**config.mk**
```make
export PLATFORM = sky130hd
export DESIGN_NAME = mult_div_unit
export DESIGN_NICKNAME = d
export VERILOG_FILES = /design/src/rtl/cpu_defs_pkg.sv /design/src/rtl/md_sign_fix.sv /design/src/rtl/mult_div_unit.sv
export SDC_FILE = /design/constraint.sdc
export NUM_CORES = 1
export LEC_CHECK = 0
export ABC_AREA = 1
export ABC_CLOCK_PERIOD_IN_PS = 7800
export CAP_MARGIN = 0
export CELL_PAD_IN_SITES_DETAIL_PLACEMENT = 0
export CELL_PAD_IN_SITES_GLOBAL_PLACEMENT = 2
export CORE_UTILIZATION = 32
export CTS_CLUSTER_SIZE = 10
export DETAILED_ROUTE_END_ITERATION = 7
export PLACE_DENSITY = 0.89
export SLEW_MARGIN = 20
export SYNTH_ARGS = -nofsm -noshare
export SYNTH_HDL_FRONTEND = slang
export SYNTH_HIERARCHICAL = 1
export SYNTH_SLANG_ARGS = --single-unit
```
**constraint.sdc**
```tcl
create_clock -name clk -period 7.8 [get_ports clk]
set_input_delay 1.56 -clock clk [delete_from_list [all_inputs] [get_ports clk]]
set_output_delay 1.56 -clock clk [all_outputs]
set_load 0.02 [all_outputs]
```
**src/rtl/cpu_defs_pkg.sv**
```systemverilog
// Shared CPU definitions: multiply/divide op encodings and the
// multiply/divide unit's control-state encodings.
package cpu_defs_pkg;

  // HI/LO unit operation select. Bit 1 selects divide; bit 0 selects unsigned.
  typedef enum logic [1:0] {
    MD_MULT  = 2'b00,
    MD_MULTU = 2'b01,
    MD_DIV   = 2'b10,
    MD_DIVU  = 2'b11
  } md_op_t;

  // Multiply/divide control states.
  typedef enum logic [1:0] {
    MD_IDLE = 2'b00,
    MD_CALC = 2'b01,
    MD_FIX  = 2'b10
  } md_state_t;

endpackage

```
**src/rtl/md_sign_fix.sv**
```systemverilog
// Conditional two's-complement: passes the input through, or negates it
// when neg is set. Used both to form operand magnitudes and to restore
// the sign of results.
module md_sign_fix #(
  parameter int W = 32
) (
  input  logic [W-1:0] in,
  input  logic         neg,
  output logic [W-1:0] out
);

  // Negate as invert-plus-one; the most negative value maps onto itself,
  // which read as unsigned is exactly its magnitude.
  assign out = neg ? (~in + {{(W-1){1'b0}}, 1'b1}) : in;

endmodule

```
**src/rtl/mult_div_unit.sv**
```systemverilog
// Multicycle multiply/divide unit feeding HI/LO. One shift-add (multiply)
// or restoring-divide step per clock on operand magnitudes, followed by a
// sign-correction cycle that loads hi/lo and pulses done.
module mult_div_unit
  import cpu_defs_pkg::*;
#(
  parameter int WIDTH = 32
) (
  input  logic             clk,
  input  logic             reset,
  input  logic             start,
  input  logic [1:0]       op,
  input  logic [WIDTH-1:0] a,
  input  logic [WIDTH-1:0] b,
  output logic             busy,
  output logic             done,
  output logic             div0,
  output logic [WIDTH-1:0] hi,
  output logic [WIDTH-1:0] lo
);

  localparam int CNT_W = $clog2(WIDTH + 1);

  md_state_t          state;
  md_op_t             op_reg;
  logic [CNT_W-1:0]   cnt;
  logic               sa_reg;
  logic               sb_reg;
  // Multiply: {partial product upper, multiplier shifting out}.
  // Divide:   {partial remainder, dividend shifting into quotient}.
  logic [2*WIDTH-1:0] p_reg;
  // Multiplicand magnitude or divisor magnitude.
  logic [WIDTH-1:0]   d_reg;

  logic               op_is_div;
  logic               op_is_signed;
  logic               a_neg;
  logic               b_neg;
  logic [WIDTH-1:0]   a_mag;
  logic [WIDTH-1:0]   b_mag;

  // Operand signs only matter for the signed forms.
  assign op_is_div    = (op == MD_DIV) || (op == MD_DIVU);
  assign op_is_signed = (op == MD_MULT) || (op == MD_DIV);
  assign a_neg        = op_is_signed & a[WIDTH-1];
  assign b_neg        = op_is_signed & b[WIDTH-1];

  md_sign_fix #(.W(WIDTH)) a_mag_fix (.in(a), .neg(a_neg), .out(a_mag));
  md_sign_fix #(.W(WIDTH)) b_mag_fix (.in(b), .neg(b_neg), .out(b_mag));

  // One multiply step: conditionally add the multiplicand into the upper
  // half, then shift the whole product right with the carry.
  logic [WIDTH:0]     mul_sum;
  logic [2*WIDTH-1:0] mul_next;
  assign mul_sum  = {1'b0, p_reg[2*WIDTH-1:WIDTH]} + (p_reg[0] ? {1'b0, d_reg} : '0);
  assign mul_next = {mul_sum, p_reg[WIDTH-1:1]};

  // One restoring-divide step: shift the next dividend bit into the
  // remainder, subtract the divisor if it fits, shift in the quotient bit.
  logic [WIDTH:0]     div_shift;
  logic               div_ge;
  logic [WIDTH-1:0]   div_sub;
  logic [2*WIDTH-1:0] div_next;
  assign div_shift = p_reg[2*WIDTH-1:WIDTH-1];
  assign div_ge    = div_shift >= {1'b0, d_reg};
  // Only taken when div_ge, so the result always fits in WIDTH bits.
  assign div_sub   = div_shift[WIDTH-1:0] - d_reg;
  assign div_next  = div_ge ? {div_sub, p_reg[WIDTH-2:0], 1'b1}
                            : {div_shift[WIDTH-1:0], p_reg[WIDTH-2:0], 1'b0};

  // Sign correction of the finished magnitudes.
  logic               res_signed;
  logic [2*WIDTH-1:0] prod_res;
  logic [WIDTH-1:0]   quot_res;
  logic [WIDTH-1:0]   rem_res;
  assign res_signed = (op_reg == MD_MULT) || (op_reg == MD_DIV);

  md_sign_fix #(.W(2*WIDTH)) prod_fix (
    .in(p_reg), .neg(res_signed & (sa_reg ^ sb_reg)), .out(prod_res));
  md_sign_fix #(.W(WIDTH)) quot_fix (
    .in(p_reg[WIDTH-1:0]), .neg(res_signed & (sa_reg ^ sb_reg)), .out(quot_res));
  md_sign_fix #(.W(WIDTH)) rem_fix (
    .in(p_reg[2*WIDTH-1:WIDTH]), .neg(res_signed & sa_reg), .out(rem_res));

  // Control FSM with registered busy/done/div0 and hi/lo result registers.
  always_ff @(posedge clk or posedge reset) begin
    if (reset) begin
      state  <= MD_IDLE;
      op_reg <= MD_MULT;
      cnt    <= '0;
      sa_reg <= 1'b0;
      sb_reg <= 1'b0;
      p_reg  <= '0;
      d_reg  <= '0;
      busy   <= 1'b0;
      done   <= 1'b0;
      div0   <= 1'b0;
      hi     <= '0;
      lo     <= '0;
    end else begin
      done <= 1'b0;
      case (state)
        MD_IDLE: begin
          if (start) begin
            if (op_is_div && (b == '0)) begin
              // Divide by zero: flag it immediately, leave hi/lo alone.
              done <= 1'b1;
              div0 <= 1'b1;
            end else begin
              state  <= MD_CALC;
              busy   <= 1'b1;
              div0   <= 1'b0;
              op_reg <= md_op_t'(op);
              sa_reg <= a_neg;
              sb_reg <= b_neg;
              cnt    <= CNT_W'(WIDTH);
              d_reg  <= b_mag;
              p_reg  <= {{WIDTH{1'b0}}, a_mag};
            end
          end
        end
        MD_CALC: begin
          p_reg <= (op_reg == MD_DIV || op_reg == MD_DIVU) ? div_next : mul_next;
          cnt   <= cnt - 1'b1;
          if (cnt == CNT_W'(1)) state <= MD_FIX;
        end
        MD_FIX: begin
          if (op_reg == MD_DIV || op_reg == MD_DIVU) begin
            hi <= rem_res;
            lo <= quot_res;
          end else begin
            hi <= prod_res[2*WIDTH-1:WIDTH];
            lo <= prod_res[WIDTH-1:0];
          end
          busy  <= 1'b0;
          done  <= 1'b1;
          state <= MD_IDLE;
        end
        default: state <= MD_IDLE;
      endcase
    end
  end

endmodule

```
==> impl_results.md, run 1 <==
- Status: finished, final reports clean
- Number of buffers created by CTS: 17
- Clock insertion delay at the later pin of the skew report: 0.51 ns
- Mapped Nets: about 3600
- Hold-fix buffer count after cts: 0
- Number of instances resized during post-cts repair: 0
- Clk_skew: 0.0168 ns
- Most used flip-flop cell after synthesis: sky130_fd_sc_hd__dfrtp_1
- Area inside the core boundary: between 60000 and 70000 sq um
- Final cell count without fillers: 4423
- Number of buffers inserted by port buffering: about 140
- Number of clock sinks seen by CTS: 175
- Number of placed I/O pins: 136
- Total number of placement rows: 91
- Number of distinct standard cells referenced by the synthesized netlist: 49
- Die Wd: 253 um
- Avg Inst Size Synth: 5.76 sq um
- Highest attainable clock frequency: approximately 250 MHz
- DRC errors left: 0
- Footprint of the multi-input gates: between 10000 and 15000 sq um
- Die span in y: 253 um
- PnR worst setup slack: 3.78 ns
- Most common cell after layout, fill and taps aside: sky130_fd_sc_hd__nand2_1
- Startpoint type of the worst setup path: primary input
- Number of antenna repair diodes: 0
- Total number of nets in the final design: roughly 3700
- DR pass1 iterations: 8
- Type of the worst setup path: primary input to register
- Root buffer selected by CTS: sky130_fd_sc_hd__clkbuf_16
- Final estimated routing congestion in global placement: about 0.93
- Share of the clock period used by the worst path after layout: 0.515
- Final antenna-violating net count: 0
- Setup tns final: 0 ns
- Cells after synthesis: 3501
- Per-cell routed wire length: 17.2 um
- Flop and latch count out of synthesis: 175
- Number of max-slew violations in the final report: 0
- Layout cell share with drive strength beyond 1: 0.0591
- Mapped cell area: a little over 20000 sq um
- Number of antenna violations at the first check in global routing: 0
- Area overhead of the layout relative to synthesis: 13.0%
- RSZ-0062 raised after global routing: no
- Final count of hold timing violations: 0
- Worst slew pin tran: ~1.1 ns
- Power, Total: ~6400 uW
- Placement-stage worst setup slack: 3.20 ns
- Worst-path maximum fanout: 56
- Number of H-tree levels: 4
- Clock transition at path regs: 0.07 ns
- Data arrival time at the worst-slack endpoint: 4.38 ns
- Reg area: approximately 4400 sq um
- Nature of the critical path endpoint: register
- Total routing usage reported by global routing: 0.242
- Static Leakage: ~0.011 uW
- Worst supply voltage drop on vdd: 0.176 mV
- Time the final worst path needs with I/O delays and setup: ~4 ns
- Full die area: roughly 64000 sq um
- Placed cell count: around 4400
- EDFF count, synth: 0
- Maximum number of pins on one net before global-route repair: 98
- HPWL reported at the end of detailed placement: just over 60 mm
- Count of cells along the worst register-to-register path: 19
- Iteration-0 DRC count of the detailed router: ~1600
- Maximum capacitance violations: 0
- Post-synthesis sequential area ratio: 0.217
- Total setup violations reported at the end of the flow: 0
- Worst-case headroom to the max-slew limit: 0.279
- Total vias in the final route: around 22000
- Worst hold path depth: 2
- Final routed wirelength across all metal layers: roughly 76 mm
- Power density of the placed cells: 282 nW/um^2
- Global-route wire length before repair: roughly 120 mm
- Via-per-instance ratio: about 4.9
- Remaining Overflow, GRT: 0
- Filler instances: approximately 7100
- Number of buffers on the longest clock path: 2
- Required time reported for the critical path endpoint: 8.16 ns
- Vias in the first global route: slightly above 20000
- Most frequent cells in the layout: sky130_fd_sc_hd__nand2_1 (1277), sky130_fd_sc_hd__nor2_1 (469), sky130_fd_sc_hd__inv_1 (457)
- Proportion of synthesized flip-flops having asynchronous set or reset: 1.00
- Type of the most critical hold path: register to register
- Initial cell density of the core: 0.325
- CTS tree: built
- Post CTS Setup Buffer Count: 0
- Warnings from Yosys: 6
- Largest register FFs: 64
==> report_power, final <==
part	internal (uW)	switching, uW	total, uW
logic	1340	2580	3910
registers	1050	628	1680
clock network	420	418	839
==> worst max-delay path, stage by stage <==
cell,delay [ns]
sky130_fd_sc_hd__clkdlybuf4s50_1,0.48
sky130_fd_sc_hd__or2_0,0.24
sky130_fd_sc_hd__nor4_1,0.45
sky130_fd_sc_hd__nand4_1,0.19
sky130_fd_sc_hd__nand3b_1,0.13
sky130_fd_sc_hd__buf_4,0.49
sky130_fd_sc_hd__inv_1,0.48
sky130_fd_sc_hd__o21ai_0,0.18
sky130_fd_sc_hd__o21ai_0,0.11
==> cell families after synthesis <==
group | synth area share
and+or+nand+nor | 0.465
buffers and inverters | 0.111
xor gates and xnor gates | 0.0499
AOI/OAI and AO/OA | 0.110
adders and majority gates | 0.0460
DFF | 0.217
==> Yosys cell counts, types with 11 or more instances <==
cell type	instances	share of area
sky130_fd_sc_hd__buf_2	26	0.0064
sky130_fd_sc_hd__dfrtp_1	175	0.22
sky130_fd_sc_hd__o211ai_1	16	0.0060
sky130_fd_sc_hd__a21oi_1	82	0.020
sky130_fd_sc_hd__nand2_2	29	0.0090
sky130_fd_sc_hd__a31oi_1	67	0.021
sky130_fd_sc_hd__clkbuf_1	46	0.0086
sky130_fd_sc_hd__nand3b_1	19	0.0071
sky130_fd_sc_hd__nand2_1	1277	0.24
sky130_fd_sc_hd__buf_4	12	0.0045
sky130_fd_sc_hd__nand4_1	69	0.021
sky130_fd_sc_hd__nor2_4	30	0.017
sky130_fd_sc_hd__nand3_1	205	0.051
sky130_fd_sc_hd__xnor2_1	65	0.028
sky130_fd_sc_hd__xor2_1	50	0.022
sky130_fd_sc_hd__o21ai_0	148	0.037
sky130_fd_sc_hd__o21ai_1	21	0.0052
sky130_fd_sc_hd__nor2_1	474	0.088
sky130_fd_sc_hd__a22oi_1	16	0.0060
sky130_fd_sc_hd__ha_1	71	0.044
sky130_fd_sc_hd__buf_1	11	0.0020
sky130_fd_sc_hd__inv_1	458	0.085
sky130_fd_sc_hd__nor2_2	50	0.015
==> final cells by class <==
type | instances | share of cell area
flip-flops and latches | 175 | 0.192
clock inverters | 9 | 0.00346
well taps | 837 | 0.0459
inverters | 468 | 0.0783
clock buffers | 23 | 0.0201
multi-input cells | 2760 | 0.596
repair buffers | 151 | 0.0645
==> worst paths after layout <==
path | startpoint | endpoint | slack (ns)
setup / recovery | b[15] | cnt[5] | 3.78
hold / removal | sb_reg | sb_reg | 0.51
setup reg to reg | p_reg[0] | p_reg[59] | 4.36
hold reg to reg | sb_reg | sb_reg | 0.51
max in group asynchronous | reset | op_reg[1] | 5.00
min in group asynchronous | reset | hi[29] | 1.45
==> metal layers <==
layer / up-vias / global-route usage / routed length, um
met4: 0 / 0.0726 / 1720
li1: 11164 / - / -
met2: 551 / 0.374 / 33100
met3: 79 / 0.0269 / 3750
met5: - / 0 / 0
met1: 9949 / 0.350 / 37600
==> through the flow <==
stage               hold slack (ns)  cell area [sq um]  utilization
finish                        0.514              22800        0.367
global route                  0.539              22800        0.367
CTS                           0.515              22800        0.367
detailed placement            0.496              22300        0.359
global placement              0.493              22300        0.359
floorplan                     0.470              20200            -
Power figures use the tool's default switching activity.
==> run 2, diff against run 1 <==
- ABC_CLOCK_PERIOD_IN_PS: 7800 -> 3700
- clock period: 7.8 -> 3.7 ns (I/O delays scaled with it)
==> impl_results.md, run 2 (same netlist as run 1, synthesis figures left out) <==
- Status: finished, final reports clean
- Die Wd: 253 um
- Number of clock sinks seen by CTS: roughly 180
- Final count of hold timing violations: 0
- Number of buffers on the longest clock path: 2
- CTS tree: built
- Reg2Reg Setup Slack: around 0.84 ns
- Clock insertion delay at the later pin of the skew report: between 0.5 and 0.6 ns
- Worst-path maximum fanout: 15
- Number of antenna repair diodes: 0
- Placed cell count: between 4000 and 5000
- Number of max-slew violations in the final report: 0
- Largest register FFs: 64
- Remaining Overflow, GRT: 0
- Endpoint of the worst hold path: sb_reg
- Number of placed I/O pins: between 100 and 150
- Time the final worst path needs with I/O delays and setup: between 2 and 3 ns
- Final cell count without fillers: around 4500
- Worst slew pin tran: 1.13 ns
- Maximum number of pins on one net before global-route repair: around 130
- Capture point of the worst reg-to-reg path: p_reg[53]
- Area inside the core boundary: 62100 sq um
- DRC errors left: 0
- Hold-fix buffer count after cts: 0
- Iteration-0 DRC count of the detailed router: roughly 1500
- Final routed wirelength across all metal layers: slightly below 80 mm
- Highest attainable clock frequency: approximately 350 MHz
- PnR worst setup slack: between 0.8 and 0.9 ns
- Total number of nets in the final design: approximately 3800
- Via-per-instance ratio: between 4 and 5
- Maximum capacitance violations: 0
- Power density of the placed cells: 606 nW/um^2
- Final cell utilization of the core: 0.375
- Filler instances: around 7100
- Initial cell density of the core: 0.325
- Total routing usage reported by global routing: 0.246
- Most frequent cells in the layout: sky130_fd_sc_hd__nand2_1 (1277), sky130_fd_sc_hd__nor2_1 (469), sky130_fd_sc_hd__inv_1 (457)
- Per-cell routed wire length: between 15 and 20 um
- Number of instances resized during post-cts repair: 0
- Number of buffers inserted by port buffering: approximately 140
- Clk_skew: 0.0217 ns
- Type of the worst setup path: register to register
- Worst hold path depth: 2
- Startpoint type of the worst setup path: register
- Reg-to-reg critical path startpoint: d_reg[7]
- Required time reported for the critical path endpoint: approximately 4.1 ns
- Layout cell share with drive strength beyond 1: 0.0711
- RSZ-0062 raised after global routing: no
- Min-Delay Startpoint: sb_reg
- Vias in the first global route: 20712
- Root buffer selected by CTS: sky130_fd_sc_hd__clkbuf_16
- Total vias in the final route: between 20000 and 25000
- Global-route wire length before repair: 120 mm
- Number of H-tree levels: 4
- HPWL reported at the end of detailed placement: between 60 and 70 mm
- Final estimated routing congestion in global placement: between 0.9 and 1
- Clock transition at path regs: around 0.07 ns
- Static Leakage: ~0.012 uW
- Total setup violations reported at the end of the flow: 0
- Final antenna-violating net count: 0
- Worst-case headroom to the max-slew limit: 0.243
- Worst supply voltage drop on vdd: roughly 0.39 mV
- Most common cell after layout, fill and taps aside: sky130_fd_sc_hd__nand2_1
- Die span in y: 253 um
- Number of buffers created by CTS: 17
- DR pass1 iterations: 5
- Total number of placement rows: between 90 and 100
- Area overhead of the layout relative to synthesis: 15.2%
- Setup tns final: 0 ns
- Data arrival time at the worst-slack endpoint: 3.23 ns
- Type of the most critical hold path: register to register
- Number of antenna violations at the first check in global routing: 0
- Full die area: 64100 sq um
- Count of cells along the worst register-to-register path: 13
- Nature of the critical path endpoint: register
- Post CTS Setup Buffer Count: 0
- Share of the clock period used by the worst path after layout: 0.773
- Placement-stage worst setup slack: between 0.6 and 0.7 ns
[run 2: cell types whose count changed in the layout (fill, tap and decap cells not counted), sizes merged]
cell / delta
buf: +41
clkbuf: -5
clkinv: +2
bufinv: +3
[run 2: critical path, stage by stage, from the launching register on]
cell and delay (ns):
sky130_fd_sc_hd__dfrtp_1 0.45, sky130_fd_sc_hd__inv_1 0.11, sky130_fd_sc_hd__ha_1 0.36, sky130_fd_sc_hd__nand2_1 0.12, sky130_fd_sc_hd__nor2_2 0.19, sky130_fd_sc_hd__nand3_1 0.11
sky130_fd_sc_hd__nand3_2 0.15, sky130_fd_sc_hd__nand2_1 0.08, sky130_fd_sc_hd__nand2_2 0.10, sky130_fd_sc_hd__nand2_4 0.17, sky130_fd_sc_hd__nand2_2 0.22, sky130_fd_sc_hd__nand2_1 0.22
sky130_fd_sc_hd__a21oi_1 0.31, sky130_fd_sc_hd__o21ai_0 0.13
[run 2: worst max path at each step]
stage	start	end	slack, ns	cells after the start
final	d_reg[7]	p_reg[53]	0.84	13
after floorplan	reset	busy	0.72	1
after detailed placement	b[9]	d_reg[0]	0.65	11
after global routing	p_reg[0]	p_reg[57]	0.55	17
after CTS	p_reg[0]	p_reg[59]	0.86	17
after global placement	op[0]	p_reg[10]	0.68	10
[run 2: stage by stage]
stage / cell area, sq um / hold slack, ns / total power [uW]
final: 23300 / 0.506 / 14100
after global routing: 23300 / 0.537 / 15400
after CTS: 23300 / 0.513 / 14000
after detailed placement: 22600 / 0.492 / 12000
after global placement: 22600 / 0.487 / 12000
after floorplan: 20200 / 0.470 / 8950
[run 2: layer usage]
metal / up-vias / routed length, um / track usage
met1: 10050 / 37700 / 0.348
li1: 11265 / - / -
met4: 0 / 2300 / 0.0895
met5: - / 0 / 0
met2: 592 / 33400 / 0.379
met3: 99 / 4150 / 0.0319
[run 2: final cells by class]
type                            instances  area [sq um]  area share
Tap cell                              837          1050      0.0450
Sequential cell                       175          4380       0.188
Clock buffer                           18           439      0.0189
Timing Repair Buffer                  192          1840      0.0792
Multi-Input combinational cell       2760         13600       0.584
Clock inverter                         14           181     0.00780
Inverter                              468          1780      0.0766
[run 2: power by group]
part | switching, uW | internal [uW]
Combinational | 6110 | 3050
Clock | 927 | 1090
Sequential | 694 | 2230
Total | 7730 | 6370
